<file path="config.mk">
export PLATFORM = sky130hd
export DESIGN_NAME = config_loader_flat
export DESIGN_NICKNAME = d
export VERILOG_FILES = /design/src/rtl/kfpga_config_pkg.sv /design/src/rtl/config_loader_if.sv /design/src/rtl/config_serializer.sv /design/src/rtl/config_loader.sv /design/src/flat_wrapper.sv
export SDC_FILE = /design/constraint.sdc
export NUM_CORES = 1
export LEC_CHECK = 0
export CAP_MARGIN = 20
export CORE_ASPECT_RATIO = 1.2
export CORE_MARGIN = 1
export CORE_UTILIZATION = 40
export DETAILED_ROUTE_END_ITERATION = 7
export PLACE_DENSITY = 0.66
export SLEW_MARGIN = 20
export SYNTH_ARGS = -nofsm -noshare
export SYNTH_HDL_FRONTEND = slang
export SYNTH_SLANG_ARGS = --single-unit
</file>
<file path="constraint.sdc">
create_clock -name clock -period 1.7 [get_ports clock]
set_input_delay 0.255 -clock clock [delete_from_list [all_inputs] [get_ports clock]]
set_output_delay 0.255 -clock clock [all_outputs]
set_load 0.1 [all_outputs]
</file>
<file path="src/rtl/kfpga_config_pkg.sv">
// kfpga_config_pkg
//   Shared definitions for the tile configuration loader:
//   - TILE_CHAIN_LENGTH : config bits held by one tile's chain
//   - state_t           : loader FSM states
//   - calc_words / calc_last_bits : how a chain of a given length maps
//     onto bitstream words (word count, used bits in the final word)
package kfpga_config_pkg;

    localparam int TILE_CHAIN_LENGTH = 146;

    typedef enum logic [1:0] {
        ST_IDLE  = 2'd0,
        ST_CLEAR = 2'd1,
        ST_LOAD  = 2'd2,
        ST_DONE  = 2'd3
    } state_t;

    // Number of bitstream words needed to cover the whole chain.
    function automatic int calc_words(input int chain_length, input int word_width);
        return (chain_length + word_width - 1) / word_width;
    endfunction

    // Bits of the final word that are actually shifted (taken from its MSB end).
    function automatic int calc_last_bits(input int chain_length, input int word_width);
        return chain_length - (calc_words(chain_length, word_width) - 1) * word_width;
    endfunction

endpackage

</file>
<file path="src/rtl/config_loader_if.sv">
// config_loader_if
//   Bitstream word stream into the configuration loader.
//   Ports / signals:
//   - word_data  : bitstream word, MSB is the first bit shifted
//   - word_valid : source has a word on word_data
//   - word_ready : loader can take a word this cycle
//   Handshake: a word transfers on every rising clock edge where
//   word_valid and word_ready are both high. The source may raise or drop
//   word_valid at any time; word_ready never depends on word_valid.
interface config_loader_if #(
    parameter int WORD_WIDTH = 32
);
    logic [WORD_WIDTH-1:0] word_data;
    logic                  word_valid;
    logic                  word_ready;

    modport master (output word_data, output word_valid, input word_ready);
    modport slave  (input word_data, input word_valid, output word_ready);
endinterface

</file>
<file path="src/rtl/config_serializer.sv">
// config_serializer
//   Word buffer that accepts bitstream words and shifts them out MSB first.
//   Ports:
//   - clock, reset  : config clock, async active-high reset
//   - clear         : empty the buffer and restart the word count
//   - load_en       : loader is in LOAD; enables shifting and acceptance
//   - word_if       : word stream (slave side)
//   - shift_valid   : buffer holds at least one unsent bit
//   - shift_bit     : current MSB (0 when empty)
module config_serializer
    import kfpga_config_pkg::*;
#(
    parameter int WORD_WIDTH   = 32,
    parameter int CHAIN_LENGTH = TILE_CHAIN_LENGTH
) (
    input  logic             clock,
    input  logic             reset,
    input  logic             clear,
    input  logic             load_en,
    config_loader_if.slave   word_if,
    output logic             shift_valid,
    output logic             shift_bit
);

    localparam int WORDS     = calc_words(CHAIN_LENGTH, WORD_WIDTH);
    localparam int LAST_BITS = calc_last_bits(CHAIN_LENGTH, WORD_WIDTH);
    localparam int CNT_W     = $clog2(WORD_WIDTH + 1);
    localparam int WCNT_W    = $clog2(WORDS + 1);

    logic [WORD_WIDTH-1:0] shreg_q, shreg_d;
    logic [CNT_W-1:0]      cnt_q, cnt_d;
    logic [WCNT_W-1:0]     words_q, words_d;
    logic                  empty;
    logic                  last_bit;
    logic                  ready;
    logic                  fire;
    logic                  is_last_word;

    assign empty        = (cnt_q == '0);
    assign last_bit     = (cnt_q == CNT_W'(1));
    assign is_last_word = (words_q == WCNT_W'(WORDS - 1));

    // Ready while the buffer is draining its final bit lets the next word
    // land on the same edge, so back-to-back words shift with no gap.
    always_comb begin
        ready = load_en && (empty || last_bit) && (words_q < WCNT_W'(WORDS));
    end

    assign word_if.word_ready = ready;
    assign fire               = ready && word_if.word_valid;
    assign shift_valid        = !empty;
    assign shift_bit          = !empty && shreg_q[WORD_WIDTH-1];

    always_comb begin
        shreg_d = shreg_q;
        cnt_d   = cnt_q;
        words_d = words_q;
        if (clear) begin
            shreg_d = '0;
            cnt_d   = '0;
            words_d = '0;
        end else begin
            if (load_en && !empty) begin
                shreg_d = {shreg_q[WORD_WIDTH-2:0], 1'b0};
                cnt_d   = cnt_q - CNT_W'(1);
            end
            // A new word overrides the shift; only reached when the old
            // contents are empty or on their last bit.
            if (fire) begin
                shreg_d = word_if.word_data;
                cnt_d   = is_last_word ? CNT_W'(LAST_BITS) : CNT_W'(WORD_WIDTH);
                words_d = words_q + WCNT_W'(1);
            end
        end
    end

    always_ff @(posedge clock or posedge reset) begin
        if (reset) begin
            shreg_q <= '0;
            cnt_q   <= '0;
            words_q <= '0;
        end else begin
            shreg_q <= shreg_d;
            cnt_q   <= cnt_d;
            words_q <= words_d;
        end
    end

endmodule

</file>
<file path="src/rtl/config_loader.sv">
// config_loader
//   Clears a tile configuration chain, then serializes bitstream words onto
//   it and raises done/enable after exactly CHAIN_LENGTH bits.
//   Ports:
//   - clock, reset     : config clock, async active-high reset
//   - start            : request clear+load (honoured in IDLE or DONE)
//   - word_if          : bitstream word stream (slave side)
//   - config_in        : serial bit to chain
//   - config_enable    : chain shifts on this edge
//   - config_nreset    : active-low chain clear
//   - enable, done     : fabric enable / load complete (DONE only)
//   - busy             : CLEAR or LOAD
//   - dbg_state        : current FSM state
module config_loader
    import kfpga_config_pkg::*;
#(
    parameter int WORD_WIDTH   = 32,
    parameter int CHAIN_LENGTH = TILE_CHAIN_LENGTH,
    parameter int CLEAR_CYCLES = 2
) (
    input  logic           clock,
    input  logic           reset,
    input  logic           start,
    config_loader_if.slave word_if,
    output logic           config_in,
    output logic           config_enable,
    output logic           config_nreset,
    output logic           enable,
    output logic           busy,
    output logic           done,
    output state_t         dbg_state
);

    localparam int BITS_W = $clog2(CHAIN_LENGTH + 1);

    state_t            state_q, state_d;
    logic [3:0]        clr_cnt_q, clr_cnt_d;
    logic [BITS_W-1:0] bits_q, bits_d;
    logic              nreset_q, nreset_d;
    logic              shift_valid;
    logic              shift_bit;

    config_serializer #(
        .WORD_WIDTH   (WORD_WIDTH),
        .CHAIN_LENGTH (CHAIN_LENGTH)
    ) u_serializer (
        .clock       (clock),
        .reset       (reset),
        .clear       (state_q == ST_CLEAR),
        .load_en     (state_q == ST_LOAD),
        .word_if     (word_if),
        .shift_valid (shift_valid),
        .shift_bit   (shift_bit)
    );

    always_comb begin
        state_d   = state_q;
        clr_cnt_d = clr_cnt_q;
        bits_d    = bits_q;
        case (state_q)
            ST_IDLE, ST_DONE: begin
                if (start) begin
                    state_d   = ST_CLEAR;
                    clr_cnt_d = '0;
                end
            end
            ST_CLEAR: begin
                bits_d = '0;
                if (clr_cnt_q == 4'(CLEAR_CYCLES - 1)) begin
                    state_d = ST_LOAD;
                end else begin
                    clr_cnt_d = clr_cnt_q + 4'd1;
                end
            end
            ST_LOAD: begin
                if (shift_valid) begin
                    bits_d = bits_q + BITS_W'(1);
                    if (bits_q == BITS_W'(CHAIN_LENGTH - 1)) begin
                        state_d = ST_DONE;
                    end
                end
            end
            default: state_d = ST_IDLE;
        endcase
        // Registered so the chain sees nreset low during reset and for
        // exactly the cycles spent in CLEAR.
        nreset_d = (state_d != ST_CLEAR);
    end

    always_ff @(posedge clock or posedge reset) begin
        if (reset) begin
            state_q   <= ST_IDLE;
            clr_cnt_q <= '0;
            bits_q    <= '0;
            nreset_q  <= 1'b0;
        end else begin
            state_q   <= state_d;
            clr_cnt_q <= clr_cnt_d;
            bits_q    <= bits_d;
            nreset_q  <= nreset_d;
        end
    end

    assign config_enable = (state_q == ST_LOAD) && shift_valid;
    assign config_in     = config_enable && shift_bit;
    assign config_nreset = nreset_q;
    assign busy          = (state_q == ST_CLEAR) || (state_q == ST_LOAD);
    assign done          = (state_q == ST_DONE);
    assign enable        = (state_q == ST_DONE);
    assign dbg_state     = state_q;

endmodule

</file>
<file path="src/flat_wrapper.sv">
// flat-port wrapper written by rule: the top's interface ports become plain ports
module config_loader_flat import kfpga_config_pkg::*;
#(
    parameter int WORD_WIDTH   = 32,
    parameter int CHAIN_LENGTH = TILE_CHAIN_LENGTH,
    parameter int CLEAR_CYCLES = 2
)
  (clock, reset, start, config_in, config_enable, config_nreset, enable, busy, done, dbg_state, word_if_word_data, word_if_word_valid, word_if_word_ready);
  config_loader_if #(.WORD_WIDTH(WORD_WIDTH)) word_if_i ();
  input  logic clock;
  input  logic reset;
  input  logic start;
  output logic config_in;
  output logic config_enable;
  output logic config_nreset;
  output logic enable;
  output logic busy;
  output logic done;
  output state_t dbg_state;
  input wire logic [$bits(word_if_i.word_data)-1:0] word_if_word_data;
  input wire logic [$bits(word_if_i.word_valid)-1:0] word_if_word_valid;
  output wire logic [$bits(word_if_i.word_ready)-1:0] word_if_word_ready;
  assign word_if_i.word_data = word_if_word_data;
  assign word_if_i.word_valid = word_if_word_valid;
  assign word_if_word_ready = word_if_i.word_ready;
  config_loader #(.WORD_WIDTH(WORD_WIDTH), .CHAIN_LENGTH(CHAIN_LENGTH), .CLEAR_CYCLES(CLEAR_CYCLES)) u_core (.clock(clock), .reset(reset), .start(start), .word_if(word_if_i), .config_in(config_in), .config_enable(config_enable), .config_nreset(config_nreset), .enable(enable), .busy(busy), .done(done), .dbg_state(dbg_state));
endmodule
</file>
## After elaboration in Yosys (flattened, before gate mapping)

Index checks and enable logic that the tools add are counted.

| word-level totals | value |
|---|---|
| bits in registers | 56 |
| latch bits | 0 |
| RAM bits | 0 |
| bits in read-only memories | 0 |
| bits of input ports | 36 |
| output and inout port bits | 9 |
| memories | 0 |

| cells by class | value |
|---|---|
| $add $sub $neg | 4 |
| $mul | 0 |
| div/mod/pow operators | 0 |
| magnitude comparators | 1 |
| equality and inequality tests | 11 |
| shift-type cells | 0 |
| muxes and demuxes | 19 |
| bitwise operators | 0 |
| reduce and logical (&&, ||, !) cells | 18 |

Operators by type and width:

| kind | number |
|---|---|
| 2-to-1 mux 32 bit | 3 |
| 2-to-1 mux 6 bit | 4 |
| case mux 8 bit (2 select lines) | 1 |
| adder 8 x 1 -> 8 bit, second input constant | 1 |
| equality test 8 bit, second input constant | 1 |
| 2-to-1 mux 2 bit | 4 |
| 2-to-1 mux 4 bit | 2 |
| 2-to-1 mux 8 bit | 1 |
| case mux 4 bit (2 select lines) | 1 |
| equality test 6 x 1 -> 1 bit, second input constant | 1 |
| logical AND 1 bit | 6 |
| zero test 6 bit | 1 |
| 2-to-1 mux 3 bit | 2 |
| inequality test 2 bit, second input constant | 3 |
| case mux 2 bit (3 select lines) | 1 |
| nonzero test 2 bit | 3 |
| subtractor 6 x 1 -> 6 bit, second input constant | 1 |
| adder 4 x 1 -> 4 bit, second input constant | 1 |
| equality test 2 bit, second input constant | 2 |
| equality test 4 x 1 -> 1 bit, second input constant | 1 |
| adder 3 x 1 -> 3 bit, second input constant | 1 |
| equality test 3 bit, second input constant | 1 |
| less-than comparator 3 bit, second input constant | 1 |
| AND reduction 3 bit | 1 |
| other kinds (8) | 9 |

## Longest topological paths before layout

| logic depth | value |
|---|---|
| word-level depth | 7 |
| mapped depth | 9 |
| depth with buffers taken out | 7 |

## By module

A second synthesis with hierarchy kept.

| unflattened totals | value |
|---|---|
| cells, all modules | 270 |
| area, all modules | 2,994.1 µm² |

By module, submodules not included:

| module | times used | cells an instance | area each (µm²) | seq. area each (µm²) |
|---|---|---|---|---|
| config_serializer | 1 | 176 | 2,085.8 | 1,026.0 |
| config_loader | 1 | 94 | 908.4 | 375.4 |

## Worst setup path before layout

No wires, ideal clock.

| timing | value |
|---|---|
| path kind | reg-to-output |
| start point | register u_core.state_q[1], in the netlist u_core.dbg_state[1] |
| end point | output port config_in |
| data arrival time | 3.694 ns |
| setup slack | -2.249 ns |
| stages on the path, launching flop included | 7 |
| path buffers | 2 |
| cell sequence | dfrtp_1 -> ha_1 -> clkbuf_1 -> o21ai_4 -> inv_2 -> clkbuf_1 -> and2_1 |

| on the way | value |
|---|---|
| longest elaborated chain between the ends | 3 |

RTL lines:

| item | line | text |
|---|---|---|
| start: declaration | config_loader.sv:36 | `state_t state_q, state_d;` |
| start signal: assignment | config_loader.sv:97 | `state_q <= state_d;` |
| equality test 2 bit | config_loader.sv:104 | `assign config_enable = (state_q == ST_LOAD) && shift_valid;` |
| logical AND 1 bit | config_loader.sv:104 |  |
| net config_enable | flat_wrapper.sv:14 | `output logic config_enable;` |
| logical AND 1 bit | config_loader.sv:105 | `assign config_in = config_enable && shift_bit;` |
| end: declaration | flat_wrapper.sv:13 | `output logic config_in;` |

The timed path passes the listed nets, and every way through them passes these cells.

## Worst setup path in the final report

| timing | value |
|---|---|
| start point | register u_core.u_serializer.cnt_q[5] |
| end point | output port config_in |

| on the way | value |
|---|---|
| longest elaborated chain between the ends | 4 |
| elaborated cells between the ends (all ways) | 5 |

RTL lines:

| item | line | text |
|---|---|---|
| start: declaration | config_serializer.sv:31 | `logic [CNT_W-1:0] cnt_q, cnt_d;` |
| start signal: assignment | config_serializer.sv:84 | `cnt_q <= cnt_d;` |
| zero test 6 bit (*) | config_serializer.sv:39 | `assign empty = (cnt_q == '0);` |
| zero test 1 bit (*) | config_serializer.sv:51, config_serializer.sv:52 |  |
| logical AND 1 bit, on equally long branches | config_loader.sv:104, config_serializer.sv:52 |  |
| logical AND 1 bit (*) | config_loader.sv:105 |  |

Every way passes the cells marked *; elsewhere a longest branch is shown, timed or not.

==> impl_metrics.env <==
export IMPL_crit_type="register to primary output"
export IMPL_ir_drop_v=0.00194
export IMPL_async_flop_share_pct=100
export IMPL_synth_ff_type="dfrtp_1"
export IMPL_first_iter_violations=180
export IMPL_fillers=548
export IMPL_yosysMostFrequentCell="dfrtp_1"
export IMPL_synth_seq_cells=56
export IMPL_dpl_cell_count=481
export IMPL_cpPeakStageDelay_ns=0.56
export IMPL_synth_seq_area_share_pct=45.9
export IMPL_grt_pass1_vias=2830
export IMPL_syn_inst=332
export IMPL_post_route_drc_count=0
export IMPL_fin_cells=516
export IMPL_clockBufferDepth=2
export IMPL_worstMarginPinSlew_ns=0.430
export IMPL_cts_buffers=5
export IMPL_num_vias=2847
export IMPL_cp_slowest_cell="or4_4"
export IMPL_cts_root_buf="clkbuf_8"
export IMPL_synth_cell_types=42
export IMPL_setup_viol=53
export IMPL_vias_per_cell=5.52
export IMPL_syn_nets=379
export IMPL_num_rows=34
export IMPL_crit_path_end_kind="primary output"
export IMPL_leakagePower_uw=0.00210
export IMPL_worst_path_buf_inv=2
export IMPL_clock_latency_ns=0.31
export IMPL_r2r_worst_path_cells=8
export IMPL_synth_warnings=0
export IMPL_synth_cell_area_sq_um=3060
export IMPL_worstPathMaxFanout=4
export IMPL_period_needed_ns=2.10
export IMPL_status="finished with violations"
export IMPL_avgSynthCellArea_sq_um=9.20
export IMPL_arrival_ns=1.85
export IMPL_cts_tree="built"
export IMPL_gr_total_overflow=0
export IMPL_portBuffers=44
export IMPL_grt_usage_pct=21.2
export IMPL_areaGrowthSynthToFinish_pct=59.8
export IMPL_drt_wl_total_um=8730
export IMPL_die_h_um=97.7
export IMPL_start_util_pct=41.8
export IMPL_cts_sinks=56
export IMPL_fmax_ghz=0.476
export IMPL_synth_top_area_share_pct=45.9
export IMPL_die_w_um=81.8
export IMPL_max_cap_violations=0
export IMPL_dp_hpwl_um=4900
export IMPL_startpoint_type="register"
export IMPL_synth_top_cells_by_area="dfrtp_1, a211oi_2, a21oi_1"
export IMPL_yosysTopAreaCell="dfrtp_1"
export IMPL_post_drt_wl_per_cell_um=16.9
export IMPL_hp_class="input port to async pin"
export IMPL_rr_startpoint="u_core.u_serializer.cnt_q[5]$_DFFE_PP0P_"
export IMPL_grtUsageMet1_pct=26.9
export IMPL_antenna_found_initial=0
export IMPL_ff2ff_setup_slack_ns=-0.36
export IMPL_top_usage_layer="met2"
export IMPL_htree_levels=2
export IMPL_met2_usage_pct=35.5
export IMPL_diodes=0
export IMPL_cp_top_family="simple AND/OR/NAND/NOR gates"
export IMPL_fin_ws_ns=-0.400
export IMPL_grt_met3_usage_pct=3.36
export IMPL_fin_util_pct=66.7
export IMPL_ios=45
export IMPL_power_density_nw_per_um2=1580
export IMPL_clock_skew_ns=0.00400
export IMPL_drv_slew=0
export IMPL_drive_gt1_share_pct=43.7
export IMPL_fin_crit_sh_pct=124
export IMPL_multi_input_area_sq_um=1850
export IMPL_core_area_sq_um=7320
export IMPL_violations="setup timing"
export IMPL_cp_required_ns=1.44
export IMPL_ant_nets=0
export IMPL_timing_critical_path_cells="or4_4 -> o21ai_4 -> inv_6 -> and2_4 -> buf_12"
export IMPL_r2r_end="u_core.u_serializer.shreg_q[6]$_DFFE_PP0P_"
export IMPL_timing_hold_ws_ns=0.298
export IMPL_nets=472
export IMPL_finalHoldViolCount=0
export IMPL_first_pass_iters=4
export IMPL_grt_pass1_wl_um=13200
export IMPL_rsz0062_at_grt="yes"
export IMPL_grt_max_degree=57
export IMPL_dieArea_sq_um=7990
export IMPL_synth_edff_count=0
export IMPL_synthTopCellsByCount="dfrtp_1, nand2_1, a21oi_1"
export IMPL_clkTransAtPathRegs_ns=0.10
export IMPL_seq_area_sq_um=1400
export IMPL_gp_congestion=0.807
export IMPL_max_slew_margin_pct=71.0
==> stage by stage <==
step,worst slack [ns],area (sq um),power [uW],setup TNS [ns]
CTS,-0.399,4680,7340,-11.26
global placement,-0.178,4200,5940,-4.13
floorplan,-0.474,3440,4760,-6.08
finish,-0.400,4880,7710,-13.55
global route,-0.435,4880,8120,-16.00
detailed placement,-0.201,4200,6010,-5.14
==> how the worst max path moves through the flow <==
stage | start | end | slack (ns) | cells past startpoint
6_report | u_core.u_serializer.cnt_q[5]$_DFFE_PP0P_ | config_in | -0.40 | 5
5_1_grt | u_core.u_serializer.cnt_q[5]$_DFFE_PP0P_ | config_in | -0.43 | 5
4_1_cts | u_core.u_serializer.cnt_q[5]$_DFFE_PP0P_ | config_in | -0.40 | 5
3_5_place_dp | u_core.u_serializer.cnt_q[5]$_DFFE_PP0P_ | config_in | -0.20 | 5
3_3_place_gp | u_core.u_serializer.cnt_q[5]$_DFFE_PP0P_ | config_in | -0.18 | 5
2_1_floorplan | u_core.dbg_state[0]$_DFF_PP0_ | u_core.clr_cnt_q[1]$_DFFE_PP0P_ | -0.47 | 5
==> registers in the layout, summed over array words and instances, names as in the netlist <==
| name | cells |
|---|---|
| u_core.dbg_state | 2 |
| u_core.clr_cnt_q | 4 |
| u_core.u_serializer.shreg_q | 32 |
| u_core.bits_q | 8 |
| u_core.u_serializer.cnt_q | 6 |
| u_core.u_serializer.words_q | 3 |
| u_core.config_nreset | 1 |
==> cell type report <==
cell class	count	share of cell area (%)
Multi-Input combinational cell	235	37.8
Sequential cell	56	28.7
Timing Repair Buffer	109	27.6
Tap cell	90	2.31
Clock buffer	7	1.77
Inverter	18	1.61
Clock inverter	1	0.154
==> worst register-to-register path, cell delays in order, from the launching register on <==
cell and delay [ns]:
dfrtp_1 0.41, or4_4 0.56, o21ai_4 0.20, buf_4 0.15
buf_6 0.12, buf_12 0.13, buf_12 0.13, a21oi_2 0.06
a211oi_2 0.22
==> what timing repair did <==
action,in CTS,in global routing
hold buffers,0,0
resized for setup,29,24
cloned,5,4
endpoints found under the hold margin,0,0
setup endpoints to repair,47,56
buffers inserted,12,8
pin swaps,10,14
==> routing by layer <==
metal,routed length [um],up-vias
met5,0,-
met4,220,0
met3,356,20
met2,4440,76
met1,3720,1387
li1,-,1364
==> placed cells by master (no fill, tap or decap), types with 3 or more instances in the layout <==
master and n:
nor3_1 5, mux2i_1 4, o21ai_0 9, and3_1 3, clkdlybuf4s50_1 35, nand3_1 9, nand3b_1 3, buf_6 10
buf_4 35, clkbuf_8 6, nand2_4 4, bufbuf_16 3, nand4_1 4, nand2_1 24, a21oi_2 27, inv_1 10
inv_2 4, nand2_2 15, buf_12 20, o21ai_1 4, ha_1 6, a211oi_2 24, ha_4 3, a21oi_1 14
nand3_2 3, nor2_1 30, o211ai_1 3, dfrtp_1 54, or3_1 3, a22o_1 3
==> report_power, final <==
| group | switching [uW] | internal (uW) | total [uW] | leakage, uW |
|---|---|---|---|---|
| clock network | 448 | 333 | 781 | 0.0000445 |
| registers | 340 | 1730 | 2070 | 0.000765 |
| logic | 2570 | 2280 | 4860 | 0.00129 |
==> cell families (layout without fill, tap and decap cells) <==
| logic type | count (synthesis) | after routing | share of synthesized area, % |
|---|---|---|---|
| AOI/OAI and AO/OA | 99 | 99 | 23.1 |
| xor gates and xnor gates | 3 | 3 | 0.860 |
| adders and majority gates | 11 | 11 | 4.50 |
| buffers and inverters | 41 | 135 | 6.27 |
| DFF | 56 | 56 | 45.9 |
| muxes | 4 | 4 | 1.31 |
| and+or+nand+nor | 118 | 118 | 18.1 |
Power figures use the tool's default switching activity.
